$ cat src/rtl/i2s_pkg.sv
// Shared constants and types for the 2x I2S upsampler timing controller.
package i2s_pkg;

  localparam int SLOT_BITS = 16;
  localparam int BIT_IDX_W = $clog2(SLOT_BITS);
  localparam int PHASE_W   = 8;

  typedef enum logic [1:0] {
    UNLOCKED = 2'd0,
    MEASURE  = 2'd1,
    LOCKED   = 2'd2
  } lock_state_e;

  // Decoded slot start request for the current phase.
  typedef struct packed {
    logic start;
    logic side;   // 0 = L, 1 = R
  } slot_req_t;

  function automatic logic [PHASE_W-1:0] abs_diff(input logic [PHASE_W-1:0] a,
                                                  input logic [PHASE_W-1:0] b);
    return (a > b) ? (a - b) : (b - a);
  endfunction

endpackage

$ cat src/rtl/i2s_frame_meter.sv
// WS falling-edge detector, saturating frame phase counter, frame length
// measurement and the match/lock state machine.
module i2s_frame_meter
  import i2s_pkg::*;
#(
  parameter int LOCK_FRAMES = 4,
  parameter int FRAME_TOL   = 2,
  parameter int MIN_FRAME   = 64
) (
  input  logic       I2S_BCK,
  input  logic       reset,
  input  logic       I2S_WS,
  output logic [7:0] phase,
  output logic [7:0] frame_len,
  output logic [7:0] lock_len,
  output logic       locked,
  output logic       lock_nxt,
  output logic       unlock_evt
);

  localparam logic [7:0] TOL8      = 8'(FRAME_TOL);
  localparam logic [7:0] MIN8      = 8'(MIN_FRAME);
  localparam logic [7:0] LAST_CNT8 = 8'(LOCK_FRAMES - 1);
  localparam logic [7:0] PH_MAX    = 8'hFF;

  logic        ws_prev;
  logic        wsfall;
  logic [7:0]  len;
  logic        len_match;
  logic [7:0]  match_cnt, match_cnt_nxt;
  logic [7:0]  lock_len_nxt;
  lock_state_e state, state_nxt;

  assign wsfall    = ws_prev & ~I2S_WS;
  // A saturated phase means the frame is at least 256 long; report 255.
  assign len       = (phase == PH_MAX) ? PH_MAX : phase + 8'd1;
  assign len_match = (len >= MIN8) && (len == frame_len);
  assign locked    = (state == LOCKED);
  assign lock_nxt  = (state_nxt == LOCKED);

  // WS history and frame phase (cleared on wsfall, saturating at 255)
  always_ff @(posedge I2S_BCK or posedge reset) begin
    if (reset) begin
      ws_prev <= 1'b0;
      phase   <= '0;
    end else begin
      ws_prev <= I2S_WS;
      if (wsfall)
        phase <= '0;
      else if (phase != PH_MAX)
        phase <= phase + 8'd1;
    end
  end

  // Lock FSM next state: count matching frames, drop lock on drift or lost WS
  always_comb begin
    state_nxt     = state;
    match_cnt_nxt = match_cnt;
    lock_len_nxt  = lock_len;
    unlock_evt    = 1'b0;
    case (state)
      UNLOCKED: begin
        if (wsfall) begin
          state_nxt     = MEASURE;
          match_cnt_nxt = '0;
        end
      end
      MEASURE: begin
        if (wsfall) begin
          if (len_match) begin
            if (match_cnt == LAST_CNT8) begin
              state_nxt     = LOCKED;
              lock_len_nxt  = len;
              match_cnt_nxt = '0;
            end else begin
              match_cnt_nxt = match_cnt + 8'd1;
            end
          end else begin
            match_cnt_nxt = '0;
          end
        end
      end
      LOCKED: begin
        if ((wsfall && (abs_diff(len, lock_len) > TOL8)) || (phase == PH_MAX)) begin
          state_nxt     = MEASURE;
          match_cnt_nxt = '0;
          unlock_evt    = 1'b1;
        end
      end
      default: state_nxt = UNLOCKED;
    endcase
  end

  // FSM state, match counter, lock length and measured frame length
  always_ff @(posedge I2S_BCK or posedge reset) begin
    if (reset) begin
      state     <= UNLOCKED;
      match_cnt <= '0;
      lock_len  <= '0;
      frame_len <= '0;
    end else begin
      state     <= state_nxt;
      match_cnt <= match_cnt_nxt;
      lock_len  <= lock_len_nxt;
      // The first edge after reset has no prior edge to measure from.
      if (wsfall && (state != UNLOCKED))
        frame_len <= len;
    end
  end

endmodule

$ cat src/rtl/i2s_2x_scheduler.sv
// Timing controller for the 2x I2S upsampler (I2S_BCK domain). Schedules four
// 16-bit slots (L,R,L,R) per locked input frame and the buffer ping-pong.
// Optional: define I2S_SCHED_STATS_EN to add unlock_cnt / frame_len_max.
module i2s_2x_scheduler
  import i2s_pkg::*;
#(
  parameter int LOCK_FRAMES = 4,
  parameter int FRAME_TOL   = 2,
  parameter int SWAP_BACK   = 31,
  parameter int MIN_FRAME   = 64
) (
  input  logic       I2S_BCK,
  input  logic       reset,
  input  logic       I2S_WS,
  output logic       ws_2x,
  output logic       bit_valid,
  output logic [3:0] bit_idx,
  output logic       rd_buf_idx,
  output logic       bck_gate,
  output logic       locked,
  output logic [7:0] frame_len
`ifdef I2S_SCHED_STATS_EN
  ,
  output logic [7:0] unlock_cnt,
  output logic [7:0] frame_len_max
`endif
);

  localparam logic [BIT_IDX_W-1:0] IDX_TOP = BIT_IDX_W'(SLOT_BITS - 1);

  logic [7:0] phase;
  logic [7:0] lock_len;
  logic       lock_nxt;
  logic       unlock_evt;
  logic [7:0] ph_h, ph_q, ph_hq, swap_ph;
  slot_req_t  req;

  i2s_frame_meter #(
    .LOCK_FRAMES (LOCK_FRAMES),
    .FRAME_TOL   (FRAME_TOL),
    .MIN_FRAME   (MIN_FRAME)
  ) u_meter (
    .I2S_BCK    (I2S_BCK),
    .reset      (reset),
    .I2S_WS     (I2S_WS),
    .phase      (phase),
    .frame_len  (frame_len),
    .lock_len   (lock_len),
    .locked     (locked),
    .lock_nxt   (lock_nxt),
    .unlock_evt (unlock_evt)
  );

  // Slot phases from the locked length; an odd trailing cycle lands after the last R slot.
  assign ph_h    = {1'b0, lock_len[7:1]};
  assign ph_q    = {2'b00, lock_len[7:2]};
  assign ph_hq   = ph_h + ph_q;
  assign swap_ph = lock_len - 8'(SWAP_BACK);

  // Decode slot starts from the current phase while locked
  always_comb begin
    req = '0;
    if (locked) begin
      if ((phase == 8'd0) || (phase == ph_h)) begin
        req.start = 1'b1;
        req.side  = 1'b0;
      end else if ((phase == ph_q) || (phase == ph_hq)) begin
        req.start = 1'b1;
        req.side  = 1'b1;
      end
    end
  end

  // Slot sequencer: start (truncating any slot in flight), count bits down, abort on unlock
  always_ff @(posedge I2S_BCK or posedge reset) begin
    if (reset) begin
      ws_2x     <= 1'b0;
      bit_valid <= 1'b0;
      bit_idx   <= '0;
      bck_gate  <= 1'b0;
    end else if (!lock_nxt) begin
      // Leaving lock kills the slot in the same edge that drops 'locked'.
      bit_valid <= 1'b0;
      bck_gate  <= 1'b0;
    end else if (req.start) begin
      ws_2x     <= req.side;
      bit_valid <= 1'b1;
      bit_idx   <= IDX_TOP;
      bck_gate  <= 1'b1;
    end else if (bit_valid) begin
      if (bit_idx == '0) begin
        bit_valid <= 1'b0;
        bck_gate  <= 1'b0;
      end else begin
        bit_idx <= bit_idx - 4'd1;
      end
    end
  end

  // Ping-pong buffer swap once per locked frame, late enough for the writer to finish
  always_ff @(posedge I2S_BCK or posedge reset) begin
    if (reset)
      rd_buf_idx <= 1'b0;
    else if (locked && (phase == swap_ph))
      rd_buf_idx <= ~rd_buf_idx;
  end

`ifdef I2S_SCHED_STATS_EN
  // Saturating unlock counter and running maximum of the measured frame length
  always_ff @(posedge I2S_BCK or posedge reset) begin
    if (reset) begin
      unlock_cnt    <= '0;
      frame_len_max <= '0;
    end else begin
      if (unlock_evt && (unlock_cnt != 8'hFF))
        unlock_cnt <= unlock_cnt + 8'd1;
      if (frame_len > frame_len_max)
        frame_len_max <= frame_len;
    end
  end
`else
  logic stats_unused;
  assign stats_unused = unlock_evt;
`endif

endmodule

$ cat config.mk
export PLATFORM = sky130hd
export DESIGN_NAME = i2s_2x_scheduler
export DESIGN_NICKNAME = d
export VERILOG_FILES = /design/src/rtl/i2s_pkg.sv /design/src/rtl/i2s_frame_meter.sv /design/src/rtl/i2s_2x_scheduler.sv
export SDC_FILE = /design/constraint.sdc
export NUM_CORES = 1
export LEC_CHECK = 0
export CAP_MARGIN = 25
export CORE_MARGIN = 2
export CORE_UTILIZATION = 39
export CTS_CLUSTER_DIAMETER = 50
export CTS_CLUSTER_SIZE = 25
export DETAILED_ROUTE_END_ITERATION = 8
export HOLD_SLACK_MARGIN = 0.05
export PLACE_DENSITY = 0.53
export RECOVER_POWER = 50
export SYNTH_ARGS = -nofsm -noshare
export SYNTH_HDL_FRONTEND = slang
export SYNTH_SLANG_ARGS = --single-unit
$ cat constraint.sdc
create_clock -name I2S_BCK -period 10.1 [get_ports I2S_BCK]
set_input_delay 1.515 -clock I2S_BCK [delete_from_list [all_inputs] [get_ports I2S_BCK]]
set_output_delay 1.515 -clock I2S_BCK [all_outputs]
set_load 0.005 [all_outputs]
==> results of run 1 <==
-- stage by stage --
stage	setup slack [ns]	util
final	5.17	0.433
after global routing	4.89	0.433
after CTS	5.19	0.432
after detailed placement	5.19	0.421
after global placement	5.22	0.421
after floorplan	6.30	-
-- path summary, 6_finish.rpt --
kind,from,to,slack (ns),cells after the start
max reg2reg,u_meter.phase[0]$_DFFE_PP0P_,u_meter.match_cnt[1]$_DFFE_PP0P_,5.17,14
min,rd_buf_idx$_DFFE_PP0P_,rd_buf_idx$_DFFE_PP0P_,0.47,1
max in group asynchronous,reset,u_meter.lock_len[0]$_DFFE_PP0P_,6.26,3
min reg2reg,rd_buf_idx$_DFFE_PP0P_,rd_buf_idx$_DFFE_PP0P_,0.47,1
min in group asynchronous,reset,u_meter.match_cnt[0]$_DFFE_PP0P_,1.49,2
max,u_meter.phase[0]$_DFFE_PP0P_,u_meter.match_cnt[1]$_DFFE_PP0P_,5.17,14
-- layer usage --
layer | share of wire | vias up | wire length (um) | global-route usage
li1 | - | 1663 | - | -
met1 | 0.47 | 1580 | 4720 | 0.261
met2 | 0.46 | 99 | 4580 | 0.302
met3 | 0.049 | 12 | 488 | 0.0245
met4 | 0.017 | 0 | 165 | 0.0502
met5 | 0 | - | 0 | 0
-- flip-flops by register name (all words and copies together), names as in the netlist --
| name | count |
|---|---|
| ws_2x | 1 |
| u_meter.ws_prev | 1 |
| u_meter.lock_len | 8 |
| bck_gate | 1 |
| u_meter.state | 2 |
| u_meter.frame_len | 8 |
| bit_valid | 1 |
| rd_buf_idx | 1 |
| u_meter.phase | 8 |
| u_meter.match_cnt | 8 |
| bit_idx | 4 |
-- final cells by class --
cell class,count,share of cell area
multi-input combinational,363,0.599
sequential,43,0.256
clock buffer,5,0.0163
inverter,36,0.0321
timing repair buffer,20,0.0461
clock inverter,3,0.0110
tap,133,0.0395
-- cells in the final DEF, fill, tap and decap left out, types with 3 or more instances in the layout --
cell / count
o22ai_1: 4
ha_1: 30
and3_1: 11
clkdlybuf4s50_1: 14
nand3_1: 10
o22a_1: 6
or3_1: 3
a21oi_1: 19
nor2b_1: 9
or4_1: 4
o21ai_0: 31
nor3b_1: 3
a21o_1: 5
nor2_1: 30
mux2i_1: 3
or2_2: 3
fa_1: 3
o21ai_1: 7
nor4_1: 8
a211oi_1: 7
a31oi_1: 9
clkbuf_8: 5
o21a_1: 3
dlygate4sd3_1: 5
nor3_1: 12
nand2_1: 39
nand2b_1: 5
xnor2_1: 25
xor2_1: 17
dfrtp_1: 43
inv_1: 36
and2_1: 3
nand4_1: 8
-- Yosys cell counts, types with 3 or more instances --
cell type / instances
o22a_1: 6
nor4_1: 8
and3_1: 11
nand2_1: 39
or2_2: 3
a21o_1: 5
fa_1: 3
nor2_1: 30
nor2b_1: 9
nor3b_1: 3
inv_1: 36
xor2_1: 17
o21a_1: 3
nand3_1: 10
o21ai_0: 31
clkbuf_1: 15
mux2i_1: 3
ha_1: 30
nor3_1: 12
a211oi_1: 7
a21oi_1: 19
and2_1: 3
dfrtp_1: 43
a31oi_1: 9
xnor2_1: 25
o22ai_1: 4
or4_1: 4
nand2b_1: 5
nand4_1: 8
o21ai_1: 7
buf_4: 6
buf_2: 7
or3_1: 3
-- worst max-delay path: stages, from the launching register on --
cell and delay [ns]:
dfrtp_1 0.62, ha_1 0.43, nand3_4 0.18, nor3_2 0.56, nor2_1 0.22, ha_1 0.28, fa_1 0.39, nor2b_1 0.25
o22ai_1 0.14, or3b_2 0.46, nor4_1 0.34, a311oi_1 0.15, a21oi_1 0.64, nand2_1 0.12, o31ai_1 0.09
-- power groups by stage --
stage,Clock [mW],Sequential (mW),Combinational (mW)
finish,0.142,0.223,0.257
detailed placement,0,0.227,0.253
CTS,0.148,0.223,0.255
global route,0.153,0.227,0.285
floorplan,0,0.199,0.218
global placement,0,0.225,0.253
-- logic make-up (layout without fill, tap and decap cells) --
group,count (synthesis),in the layout,synth area share
flops,43,43,0.278
xor+xnor,43,43,0.101
buf+inv,65,64,0.0710
simple gates,160,160,0.218
compound gates,124,124,0.213
mux,3,3,0.00775
fa+ha+maj,33,33,0.112
==> flow_summary.toml, run 1 <==
[grt]
grt_pass1_wl_um = 16300
globalRouteOverflowTotal = 0
grt_pass1_vias = 3204
track_usage = 0.186
antenna_found_initial = 0
grt_max_degree = 44

[yosys]
syn_nets = 507
synth_top_area_share = 0.278
synth_seq_area_share = 0.278
yosysTopAreaCell = "dfrtp_1"
synth.avg_cell_area_um2 = 8.23
synth_ff_type = "dfrtp_1"
synth_seq_cells = 43
yosysUniqueCellTypes = 66
synthCells = 471
synth-edff-count = 0
synth_area_um2 = 3870
ys_top_cells_by_area = "dfrtp_1, ha_1, xnor2_1"
yosysWarnings = 0
synth_async_sr_flop_share = 1.00

[detailed_routing]
drc_errors = 0
routed_wl_um = 9950
ant_nets = 0
drt_first_pass_iters = 5
drtIter0Drc = 180
viasPerCell = 5.56
wl_per_cell_um = 16.5
vias = 3354

[clock_network]
h-tree-depth = 2
cts_buffers = 5
cts_resized = 0
clock-sinks = 43
cts.hold.buffers_added = 0
cts_tree = "done"
clock_path_buffers = 2
clk_pin_slew_ns = 0.10
cts_setup_buffers = 0
root_buffer = "clkbuf_8"
clk_latency_ns = 0.30

[placement]
gp_congestion = 0.882
place_hpwl_um = 7510
placed_cell_area_um2 = 4090
placed_cells = 594
io_buffers = 19

[setup_path]
cp_max_fo = 13
worstSetupPathType = "flip-flop to flip-flop"
critPathArrivalTime_ns = 5.15
worstPathRequired_ns = 10.32
worst_setup_path_end_kind = "flip-flop"
start_kind = "flip-flop"

[timing]
rsz0062_at_grt = "no"
fin_crit_sh = 0.489
fmax_mhz = 203
slew_viol_final = 42
clock_skew_ns = 0.0140
worst_slew_pin_slew_ns = 2.26
finalSetupViolations = 0
relSlewSlack = -0.505
hold_viol = 0
setup-tns-final_ns = 0
hold_ws_ns = 0.465
finalCriticalPeriod_ns = 4.93

[finish]
fin_nets = 505
syn2layout_area_growth_pct = 8.65
antenna_cells = 0
fill_cells = 1028
fin_cells = 603
final-seq-area_um2 = 1080
drive_gt1_frac = 0.0383
multiInputGateArea_um2 = 2520
design_area_um2 = 4210

[power_and_ir_drop]
p_leak_nw = 1.86
internal_power_mw = 0.375
p_per_area_nw_per_um2 = 148
p_total_mw = 0.622
p_sw_mw = 0.247
p_sw_frac = 0.398
combPwrFrac = 0.413
pwr-share-seq = 0.359
power_frac_clock = 0.228
peakVddDrop_mv = 0.0782

[floorplan]
row_count = 36
die_h_um = 104
pin_count = 20
dieArea_um2 = 10700
start_util = 0.398
core_um2 = 9730
die_x_um = 104

[hold_path]
hold_path_class = "flip-flop to flip-flop"

[outcome]
violations = "capacitance limit, slew limit"
status = "complete, but fails checks"

[job]
drv_cap = 1
No activity file was read; power rests on OpenSTA's default activity.
==> run 2: changes to the inputs <==
==> constraint.sdc (replaced) <==
create_clock -name I2S_BCK -period 5 [get_ports I2S_BCK]
set_input_delay 0.75 -clock I2S_BCK [delete_from_list [all_inputs] [get_ports I2S_BCK]]
set_output_delay 0.75 -clock I2S_BCK [all_outputs]
set_load 0.005 [all_outputs]
==> flow_summary.toml, run 2 (synthesis results as in run 1) <==
[grt]
grt_max_degree = 44
globalRouteOverflowTotal = 0
grt_pass1_vias = 3310
track_usage = 0.194
antenna_found_initial = 0
grt_pass1_wl_um = 17000

[timing]
setup-tns-final_ns = 0
fin_ws_ns = 0.299
fmax_mhz = 213
clock_skew_ns = 0.0168
hold_viol = 0
finalCriticalPeriod_ns = 4.70
fin_crit_sh = 0.940
relSlewSlack = -0.287
finalSetupViolations = 0
worst_slew_pin_slew_ns = 1.93
rsz0062_at_grt = "no"
slew_viol_final = 35

[placement]
place_hpwl_um = 7730
preCtsSetupSlack_ns = 0.347
placed_cells = 600
gp_congestion = 0.894
io_buffers = 19

[outcome]
violations = "capacitance limit, slew limit"
status = "complete, but fails checks"

[clock_network]
cts_tree = "done"
cts_buffers = 5
h-tree-depth = 2
clk_pin_slew_ns = 0.09
clock-sinks = 43
clock_path_buffers = 2
root_buffer = "clkbuf_8"
clk_latency_ns = 0.31

[finish]
drive_gt1_frac = 0.0504
fin_nets = 511
mostFrequentLayoutCells = "dfrtp_1, nand2_1, inv_1"
syn2layout_area_growth_pct = 9.23
fin_cells = 609
final_common_cell = "dfrtp_1"
antenna_cells = 0

[setup_path]
worstPathCellList = "ha_1 -> nand3_4 -> nor3_2 -> nor2_1 -> ha_1 -> fa_1 -> nor2b_1 -> o22ai_1 -> or3b_2 -> nor4_1 -> a311oi_1 -> o31a_2 -> or2_1 -> a22oi_1"
worstSetupPathType = "flip-flop to flip-flop"
max_stage_delay_ns = 0.56
start_kind = "flip-flop"
worst_setup_path_end_kind = "flip-flop"
critPathArrivalTime_ns = 4.93
cp_max_fo = 10
cp_top_family = "simple AND/OR/NAND/NOR gates"
slowest_stage = "dfrtp_1"
path_buf_inv = 0
worstPathRequired_ns = 5.23
crit_top_cell = "ha_1"

[floorplan]
start_util = 0.398
die_x_um = 104
core_um2 = 9730
row_count = 36
dieArea_um2 = 10700
die_h_um = 104
pin_count = 20

[detailed_routing]
drt_first_pass_iters = 5
vias = 3455
ant_nets = 0
drtIter0Drc = 141
viasPerCell = 5.67
routed_wl_um = 10300
wl_per_cell_um = 16.9
drc_errors = 0

[power_and_ir_drop]
p_per_area_nw_per_um2 = 288
peakVddDrop_mv = 0.153
p_total_mw = 1.22
p_leak_nw = 1.88

[job]
drv_cap = 1

[hold_path]
hold_path_class = "flip-flop to flip-flop"
run 2: cell types whose count changed in the layout (fill, tap and decap cells not counted), sizes merged:
| cell | change |
|---|---|
| clkdlybuf4s50 | -3 |
| clkinvlp | +1 |
| buf | +6 |
| bufinv | -1 |
| dlygate4sd3 | +3 |
run 2: cell type report:
type,instances,area (um^2)
tap,133,166
sequential,43,1080
inverter,36,135
clock buffer,5,68.8
multi-input combinational,363,2520
timing repair buffer,26,239
clock inverter,3,23.8
fill,998,5500
run 2: what timing repair did:
action / 4_1_cts / 5_1_grt
setup buffers: 0 / 0
endpoints found under the setup margin: 0 / 2
hold buffers: 0 / 0
gates resized for setup: 0 / 1
run 2: report_power, final:
part | internal (mW) | switching, mW
sequential | 0.372 | 0.0638
combinational | 0.241 | 0.300
clock | 0.100 | 0.141
total | 0.713 | 0.505
run 2: per-stage QoR:
stage                     utilization  area, um^2  hold WS (ns)
final                           0.435        4230         0.469
after global routing            0.435        4230         0.498
after CTS                       0.435        4230         0.481
after detailed placement        0.425        4140         0.465
after global placement          0.425        4140         0.456
after floorplan                     -        3870         0.465
run 2: final timing paths:
path,start,endpoint,slack [ns],depth (start not counted)
max,u_meter.phase[1]$_DFFE_PP0P_,bit_idx[1]$_DFFE_PP0P_,0.30,14
min,rd_buf_idx$_DFFE_PP0P_,rd_buf_idx$_DFFE_PP0P_,0.47,1
max reg2reg,u_meter.phase[1]$_DFFE_PP0P_,bit_idx[1]$_DFFE_PP0P_,0.30,14
min reg2reg,rd_buf_idx$_DFFE_PP0P_,rd_buf_idx$_DFFE_PP0P_,0.47,1
max in group asynchronous,reset,ws_2x$_DFFE_PP0P_,2.03,3
min in group asynchronous,reset,bit_idx[2]$_DFFE_PP0P_,0.84,2
run 2: metal layers:
metal / vias to the layer above / GRT usage / part of all wire
met5: - / 0 / 0
met4: 0 / 0.0531 / 0.016
met3: 11 / 0.0302 / 0.046
met2: 88 / 0.312 / 0.47
met1: 1677 / 0.271 / 0.47
li1: 1679 / - / -
